$ cat config.mk
export PLATFORM = sky130hd
export DESIGN_NAME = fir_sym_par
export DESIGN_NICKNAME = d
export VERILOG_FILES = /design/src/rtl/fir_sym_par.sv
export SDC_FILE = /design/constraint.sdc
export NUM_CORES = 2
export LEC_CHECK = 0
export CAP_MARGIN = 30
export CORE_ASPECT_RATIO = 0.9
export CORE_MARGIN = 5
export CORE_UTILIZATION = 50
export DETAILED_ROUTE_END_ITERATION = 7
export GPL_TIMING_DRIVEN = 0
export HOLD_SLACK_MARGIN = 0.05
export PLACE_DENSITY = 0.62
export SLEW_MARGIN = 20
export SYNTH_ARGS = -nofsm -noshare
export SYNTH_HDL_FRONTEND = slang
export SYNTH_SLANG_ARGS = --single-unit
$ cat constraint.sdc
create_clock -name clk -period 38.4 [get_ports clk]
set_input_delay 5.76 -clock clk [delete_from_list [all_inputs] [get_ports clk]]
set_output_delay 5.76 -clock clk [all_outputs]
set_load 0.1 [all_outputs]
$ cat src/rtl/fir_sym_par.sv
// Symmetric-coefficient parallel FIR: pre-add, multiply, registered adder tree,
// then round/saturate. A valid tag rides alongside the data pipeline.

// One folded tap pair: registered pre-add of the mirrored samples, then a
// registered multiply by the shared coefficient.
module fir_sym_lane #(
    parameter int DW = 12,
    parameter int CW = 12
) (
    input  logic                    clk,
    input  logic                    rst,
    input  logic signed [DW-1:0]    xa,
    input  logic signed [DW-1:0]    xb,
    input  logic signed [CW-1:0]    coef,
    output logic signed [DW+CW:0]   m
);
    localparam int PW = DW + 1;
    localparam int MW = DW + CW + 1;

    logic signed [PW-1:0] p;

    // Pre-add stage P feeding multiply stage M, both registered every cycle
    always_ff @(posedge clk or posedge rst) begin
        if (rst) begin
            p <= '0;
            m <= '0;
        end else begin
            p <= PW'(xa) + PW'(xb);
            m <= MW'(p) * MW'(coef);
        end
    end
endmodule

module fir_sym_par #(
    parameter int DW    = 12,
    parameter int CW    = 12,
    parameter int TAPS  = 16,
    parameter int OW    = 28,
    parameter int SHIFT = 0
) (
    input  logic                          clk,
    input  logic                          rst,
    input  logic                          clr,
    input  logic                          in_valid,
    input  logic signed [DW-1:0]          in_data,
    input  logic                          coef_we,
    input  logic [$clog2(TAPS/2)-1:0]     coef_addr,
    input  logic signed [CW-1:0]          coef_wdata,
    output logic                          out_valid,
    output logic signed [OW-1:0]          out_data,
    output logic                          sat
);
    localparam int HALF   = TAPS / 2;
    localparam int L      = $clog2(HALF);
    localparam int MW     = DW + CW + 1;
    localparam int FULL   = DW + CW + L + 1;
    localparam int STAGES = L + 3;
    // Working width for rounding/clipping: holds s plus carry, and the OW limits
    localparam int EW     = (FULL + 1 > OW + 1) ? FULL + 1 : OW + 1;
    localparam logic signed [EW-1:0] MAXV = {{(EW-OW+1){1'b0}}, {(OW-1){1'b1}}};
    localparam logic signed [EW-1:0] MINV = ~MAXV;

    logic signed [DW-1:0]   x    [TAPS];
    logic signed [CW-1:0]   coef [HALF];
    logic signed [MW-1:0]   m    [HALF];
    logic signed [FULL-1:0] tr   [1:HALF-1];
    logic [STAGES:0]        vld_pipe;

    // Delay line: shifts only on accepted samples; clr flushes and wins over in_valid
    always_ff @(posedge clk or posedge rst) begin
        if (rst) begin
            for (int i = 0; i < TAPS; i++) x[i] <= '0;
        end else if (clr) begin
            for (int i = 0; i < TAPS; i++) x[i] <= '0;
        end else if (in_valid) begin
            x[0] <= in_data;
            for (int i = 1; i < TAPS; i++) x[i] <= x[i-1];
        end
    end

    // Coefficient bank: writes land mid-stream, no interlock with in-flight data
    always_ff @(posedge clk or posedge rst) begin
        if (rst) begin
            for (int i = 0; i < HALF; i++) coef[i] <= '0;
        end else if (coef_we) begin
            coef[coef_addr] <= coef_wdata;
        end
    end

    // Valid tag: stage 0 marks a sample just entered the delay line
    always_ff @(posedge clk or posedge rst) begin
        if (rst)      vld_pipe <= '0;
        else if (clr) vld_pipe <= '0;
        else          vld_pipe <= {vld_pipe[STAGES-1:0], in_valid};
    end

    genvar g;
    generate
        for (g = 0; g < HALF; g++) begin : g_lane
            fir_sym_lane #(.DW(DW), .CW(CW)) u_lane (
                .clk  (clk),
                .rst  (rst),
                .xa   (x[g]),
                .xb   (x[TAPS-1-g]),
                .coef (coef[g]),
                .m    (m[g])
            );
        end

        // Heap-indexed tree: node n sums children 2n, 2n+1; indices >= HALF are products
        for (g = 1; g < HALF; g++) begin : g_node
            logic signed [FULL-1:0] a, b;
            if (2 * g >= HALF) begin : g_leaf
                assign a = FULL'(m[2*g-HALF]);
                assign b = FULL'(m[2*g+1-HALF]);
            end else begin : g_inner
                assign a = tr[2*g];
                assign b = tr[2*g+1];
            end
            // One tree level per cycle
            always_ff @(posedge clk or posedge rst) begin
                if (rst) tr[g] <= '0;
                else     tr[g] <= a + b;
            end
        end
    endgenerate

    logic signed [EW-1:0] s_ext, r_ext;
    logic signed [OW-1:0] clip;
    logic                 sat_n;

    assign s_ext = EW'(tr[1]);

    generate
        if (SHIFT == 0) begin : g_noshift
            assign r_ext = s_ext;
        end else begin : g_shift
            // Round half up, then arithmetic shift
            assign r_ext = (s_ext + (EW'(1) <<< (SHIFT - 1))) >>> SHIFT;
        end
    endgenerate

    // Clip the scaled sum to the OW-bit signed range
    always_comb begin
        sat_n = 1'b0;
        clip  = r_ext[OW-1:0];
        if (r_ext > MAXV) begin
            clip  = {1'b0, {(OW-1){1'b1}}};
            sat_n = 1'b1;
        end else if (r_ext < MINV) begin
            clip  = {1'b1, {(OW-1){1'b0}}};
            sat_n = 1'b1;
        end
    end

    // Output register: data and sat hold between valid results
    always_ff @(posedge clk or posedge rst) begin
        if (rst) begin
            out_data <= '0;
            sat      <= 1'b0;
        end else if (vld_pipe[STAGES-1]) begin
            out_data <= clip;
            sat      <= sat_n;
        end
    end

    assign out_valid = vld_pipe[STAGES];
endmodule
Word-level counts from Yosys, hierarchy flattened:

Cells that the tools add are included.

* register bits: 816
* bits in latches: 0
* RAM bits: 0
* ROM bits: 0
* word-level logic and storage cells: 90
* memories: 0

* add/subtract/negate cells: 15
* $mul: 8
* div/mod/pow operators: 0
* $lt $le $gt $ge: 4
* eq/ne operators: 0
* shift operators: 0
* multiplexer cells: 10
* bitwise operators: 1
* reduce and logical (&&, ||, !) cells: 2

Operators with widths (number)
* two-way mux 192 bit: 2
* multiplier 13 x 12 -> 25 bit: 8
* adder 12 x 12 -> 13 bit: 8
* adder 25 x 25 -> 26 bit: 4
* bitwise mux 96 bit: 1
* two-way mux 28 bit: 2
* adder 26 x 26 -> 27 bit: 2
* demux 12 bit (select 3 bit): 1
* adder 28 bit: 1
* > comparator 28 bit, second input constant: 1
* less-than comparator 28 bit, second input constant: 1
* two-way mux 12 bit: 1
* two-way mux 7 bit: 1
* greater-or-equal comparator 4 bit, second input constant: 1
* less-than comparator 4 x 1 -> 1 bit, second input constant: 1
* NOT 3 -> 4 bit: 1
* two-way mux 1 bit: 2
* nonzero test 2 bit: 1
* logical AND 1 bit: 1

Logic depth before layout (Yosys ltp):

* depth in word-level cells: 6
* depth in mapped cells: 22
* mapped depth without buffers: 21

Cells and area by module:

A second synthesis with hierarchy kept.

* cell total of the unflattened synthesis: 8613
* area, all modules: 84589.9 sq um

By module, submodules not included
* fir_sym_par: times used 1, cells each 2353, area each 26160.1 sq um
* fir_sym_lane at g_lane[1].u_lane ...: times used 2, cells each 801, area each 7394.6 sq um
* fir_sym_lane at g_lane[3].u_lane: times used 1, cells each 796, area each 7368.3 sq um
* fir_sym_lane at g_lane[7].u_lane: times used 1, cells each 777, area each 7325.8 sq um
* fir_sym_lane at g_lane[0].u_lane: times used 1, cells each 781, area each 7269.5 sq um
* fir_sym_lane at g_lane[6].u_lane: times used 1, cells each 773, area each 7239.4 sq um
* fir_sym_lane at g_lane[4].u_lane: times used 1, cells each 763, area each 7230.7 sq um
* fir_sym_lane at g_lane[5].u_lane: times used 1, cells each 768, area each 7206.9 sq um

Worst setup path after synthesis:

OpenSTA, ideal clock, no wires.

* path type: in2reg
* from: in coef_addr[1]
* to: reg coef[72] in the netlist's numbering
* setup time: 0.125 ns
* arrival time: 7.027 ns
* data required time: 38.275 ns
* setup slack: 31.248 ns
* stages: 4
* path buffers: 1
* path through: nand2b_1 > nor3b_1 > clkbuf_1 > mux2_2

* longest elaborated chain between the ends: 6
* elaborated cells between the ends (all ways): 7
* those cells by class: 2 x order compare; 3 x mux; 1 x bitwise; 1 x reduce/logical

RTL lines
* start, declared: line 47 `input logic [$clog2(TAPS/2)-1:0] coef_addr,`
* NOT 3 -> 4 bit (not written as such) (*): line 86 `coef[coef_addr] <= coef_wdata;`
* greater-or-equal comparator 4 bit (not written as such) / less-than comparator 4 x 1 -> 1 bit (equally long branches): line 86
* logical AND 1 bit (not written as such): line 86
* two-way mux 12 bit (not written as such): line 86
* demux 12 bit (select 3 bit) (*): line 86
* bitwise mux 96 bit (*): line 86
* end signal, assigned by index: line 86
* end, declared: line 64 `logic signed [CW-1:0] coef [HALF];`

Every way passes the cells marked *; elsewhere a longest branch is shown, timed or not.
A chain may end at the register's enable or synchronous reset.

Worst setup path in the final report:

* from: reg out_data[20]
* to: out out_data[20]

RTL lines
* start, declared: line 50 `output logic signed [OW-1:0] out_data,`
* start signal, assigned: line 162 `out_data <= clip;`

No word-level cell between the ends.

==> flow_summary.ini <==
[outcome]
status = finished, final reports clean

[min_path]
min_from = vld_pipe[0]
hold_depth = 1
hold_path_class = flip-flop to flip-flop
hold-path-endpoint = vld_pipe[1]

[cts]
htree_num_levels = 3
clkTransAtPathRegs_ns = 0.06
cts_resized = 0
clock_latency_ns = 0.74
cts_buffer_depth = 3
cts_tree = yes
cts_root_buf = clkbuf_16
cts_buffers = 96
cts.sinks = 814
post_cts_buffers = 0
ctsHoldBuffers = 0

[pwr]
power.switching_mw = 1.72
swShare = 0.416
ir_drop_uv = 55.8
comb_power_share = 0.482
pwr-share-clk = 0.233
seqPwrFrac = 0.286
leakagePower_nw = 45.9
p_per_area_nw_per_um2 = 46.2
power.internal_mw = 2.41

[drt]
postRouteWirelength_mm = 210
drt_iter0_markers = 3888
drtAntennaViolNets = 0
routedWlPerCell_um = 19.4
drt-pass1-iter-count = 6
drc = 0
viasPerCell = 5.24
vias = 56654

[final_layout]
mostFrequentLayoutCells = 1,589 x inv_1, 1,199 x fa_1, 955 x nand2_1
stdcell_area_um2 = 89600
area_growth_syn_to_layout_pct = 8.41
final_common_cell = inv_1
nets = 10442
drive_above_1_share = 0.0405

[yosys]
synth.distinct_cells = 82
synth_edf_count = 0
synth_top_flop_cell = dfrtp_1
synth_top_cell_by_area = fa_1
ys_ff_latch = 814
syn_inst = 8342
async_flop_share = 1.00
syn_area_per_cell_um2 = 9.90
netlist_area_um2 = 82600
synth_top_area_frac = 0.291
synth_nets = 10272
ys_top_cells_by_area = fa_1 29%, dfrtp_1 25%, ha_1 11%, inv_1 7.2%, nand2_1 4.3%
ys_seq_area_frac = 0.247
synth_warnings = 0

[floorplan]
io_pins = 62
dieArea_um2 = 173000
die_y_um = 396
core_area_um2 = 164000
rows = 141
dieWidth_um = 438
start_util = 0.503

[sta]
setup_violations = 0
rsz0062_at_grt = no
skew_ns = 0.0403
max_freq_ghz = 0.125
maxSlewViolCount = 0
slew_headroom = 0.347
fin_crit_sh = 0.208
hold-worst-slack_ns = 0.433
fin_ws_ns = 30.43
max_slew.worst_pin.slew_ns = 0.978
final.setup.tns_ns = 0
min_period_ns = 7.97
hold_viol = 0

[setup_path]
critPathTopFamily = buffers and inverters
reg2reg_depth = 19
crit_path_end_kind = primary output
cp_num_cells = 1
crit_buf_inv = 1
path_class = flip-flop to primary output
slowest_delay_ns = 1.14
start_kind = flip-flop
worstPathRequired_ns = 32.64
rr_endpoint = g_lane[3].u_lane.m[24]
cp.arrival_ns = 2.21
crit_fanout = 2
cp_slowest_cell = clkdlybuf4s50_1
r2r-start = g_lane[3].u_lane.p[7]
crit_chain = clkdlybuf4s50_1
rrSetupSlack_ns = 31.60

[global_routing]
grt_pass1_wl_mm = 333
antenna_found_initial = 15
grt_pass1_vias = 57665
gr-total-overflow = 0
grtUsageTotal = 0.248
grt_max_degree = 108

[placement]
hpwl_mm = 176
place_ws_ns = 29.81
gp_congestion = 0.946
io_buffer_count = 59
place_area_um2 = 86200

[job]
max_cap_viol_count = 0
layout make-up:
cell class,count,area (um2)
multi-input combinational,5678,55300
clock inverter,53,687
inverter,1591,5980
antenna,19,47.5
buffer,259,975
timing repair buffer,72,791
clock buffer,120,2650
sequential,814,20400
tap,2216,2770
fill,14630,74700
power by group through the flow:
| stage | registers [mW] | clock network (mW) | logic (mW) |
|---|---|---|---|
| 3_5_place_dp | 1.20 | 0 | 1.98 |
| 2_1_floorplan | 1.16 | 0 | 1.43 |
| 5_1_grt | 1.19 | 1.02 | 2.23 |
| 6_report | 1.18 | 0.962 | 1.99 |
| 4_1_cts | 1.18 | 0.986 | 1.99 |
| 3_3_place_gp | 1.20 | 0 | 1.93 |
through the flow:
step / power, mW / util / cells
2_1_floorplan: 2.59 / - / 8342
3_3_place_gp: 3.13 / 0.523 / 10617
3_5_place_dp: 3.17 / 0.525 / 10627
4_1_cts: 4.16 / 0.545 / 10800
5_1_grt: 4.44 / 0.545 / 10803
6_report: 4.13 / 0.545 / 10822
worst max-delay path by stage:
| stage | from | end | slack (ns) |
|---|---|---|---|
| 2_1_floorplan | rst | coef[0] | 9.78 |
| 3_3_place_gp | rst | x[178] | 0.70 |
| 3_5_place_dp | rst | x[11] | 29.81 |
| 4_1_cts | out_data[18] | out_data[18] | 30.35 |
| 5_1_grt | rst | x[165] | 30.23 |
| 6_report | out_data[20] | out_data[20] | 30.43 |
synth_stat cells, types with 10 or more instances:
cell type and count:
and3_1 32, or2_2 15, nor3_1 81, nand4_1 12
ha_1 699, nor2b_1 52, buf_1 22, fa_1 1199
nor3b_1 10, xor2_1 72, dfrtp_1 814, o21ai_0 152
o2111ai_1 13, o21a_1 64, a21o_1 94, a31oi_1 18
o31ai_1 13, nand2b_1 73, o21bai_1 41, nor4_1 11
a21oi_1 244, nand3_1 81, inv_1 1590, mux2i_1 198
a21boi_0 25, nor2_1 494, a211oi_1 24, clkbuf_1 235
xnor2_1 330, and2_1 377, nand2_1 955, mux2_2 120
o211ai_1 22, o31a_1 18, or3_1 17
sequential cells by signal (all words and copies together), names as in the netlist:
name             cells
coef                96
g_lane.u_lane.m    200
g_lane.u_lane.p    104
g_node.a            79
g_node.b            79
out_data            28
r_ext               28
sat                  1
vld_pipe             7
x                  192
logic make-up (layout without fill, tap and decap cells):
| family | count (synthesis) | in the layout | share of synthesized area |
|---|---|---|---|
| AOI/OAI and AO/OA | 834 | 834 | 0.0672 |
| adders and majority gates | 1898 | 1898 | 0.396 |
| xor gates and xnor gates | 402 | 402 | 0.0426 |
| other | 0 | 19 | 0 |
| muxes | 318 | 318 | 0.0403 |
| DFF | 814 | 814 | 0.247 |
| buffers and inverters | 1850 | 2095 | 0.0841 |
| and+or+nand+nor | 2226 | 2226 | 0.123 |
per-layer routing:
| layer | global-route usage | routed length [um] | part of all wire | vias to the layer above |
|---|---|---|---|---|
| met5 | 0 | 0 | 0 | - |
| met4 | 0.0540 | 4670 | 0.022 | 0 |
| met3 | 0.0726 | 18900 | 0.090 | 237 |
| met2 | 0.359 | 88700 | 0.42 | 1538 |
| met1 | 0.369 | 97700 | 0.47 | 28600 |
| li1 | - | - | - | 26279 |
Power figures use the tool's default switching activity.
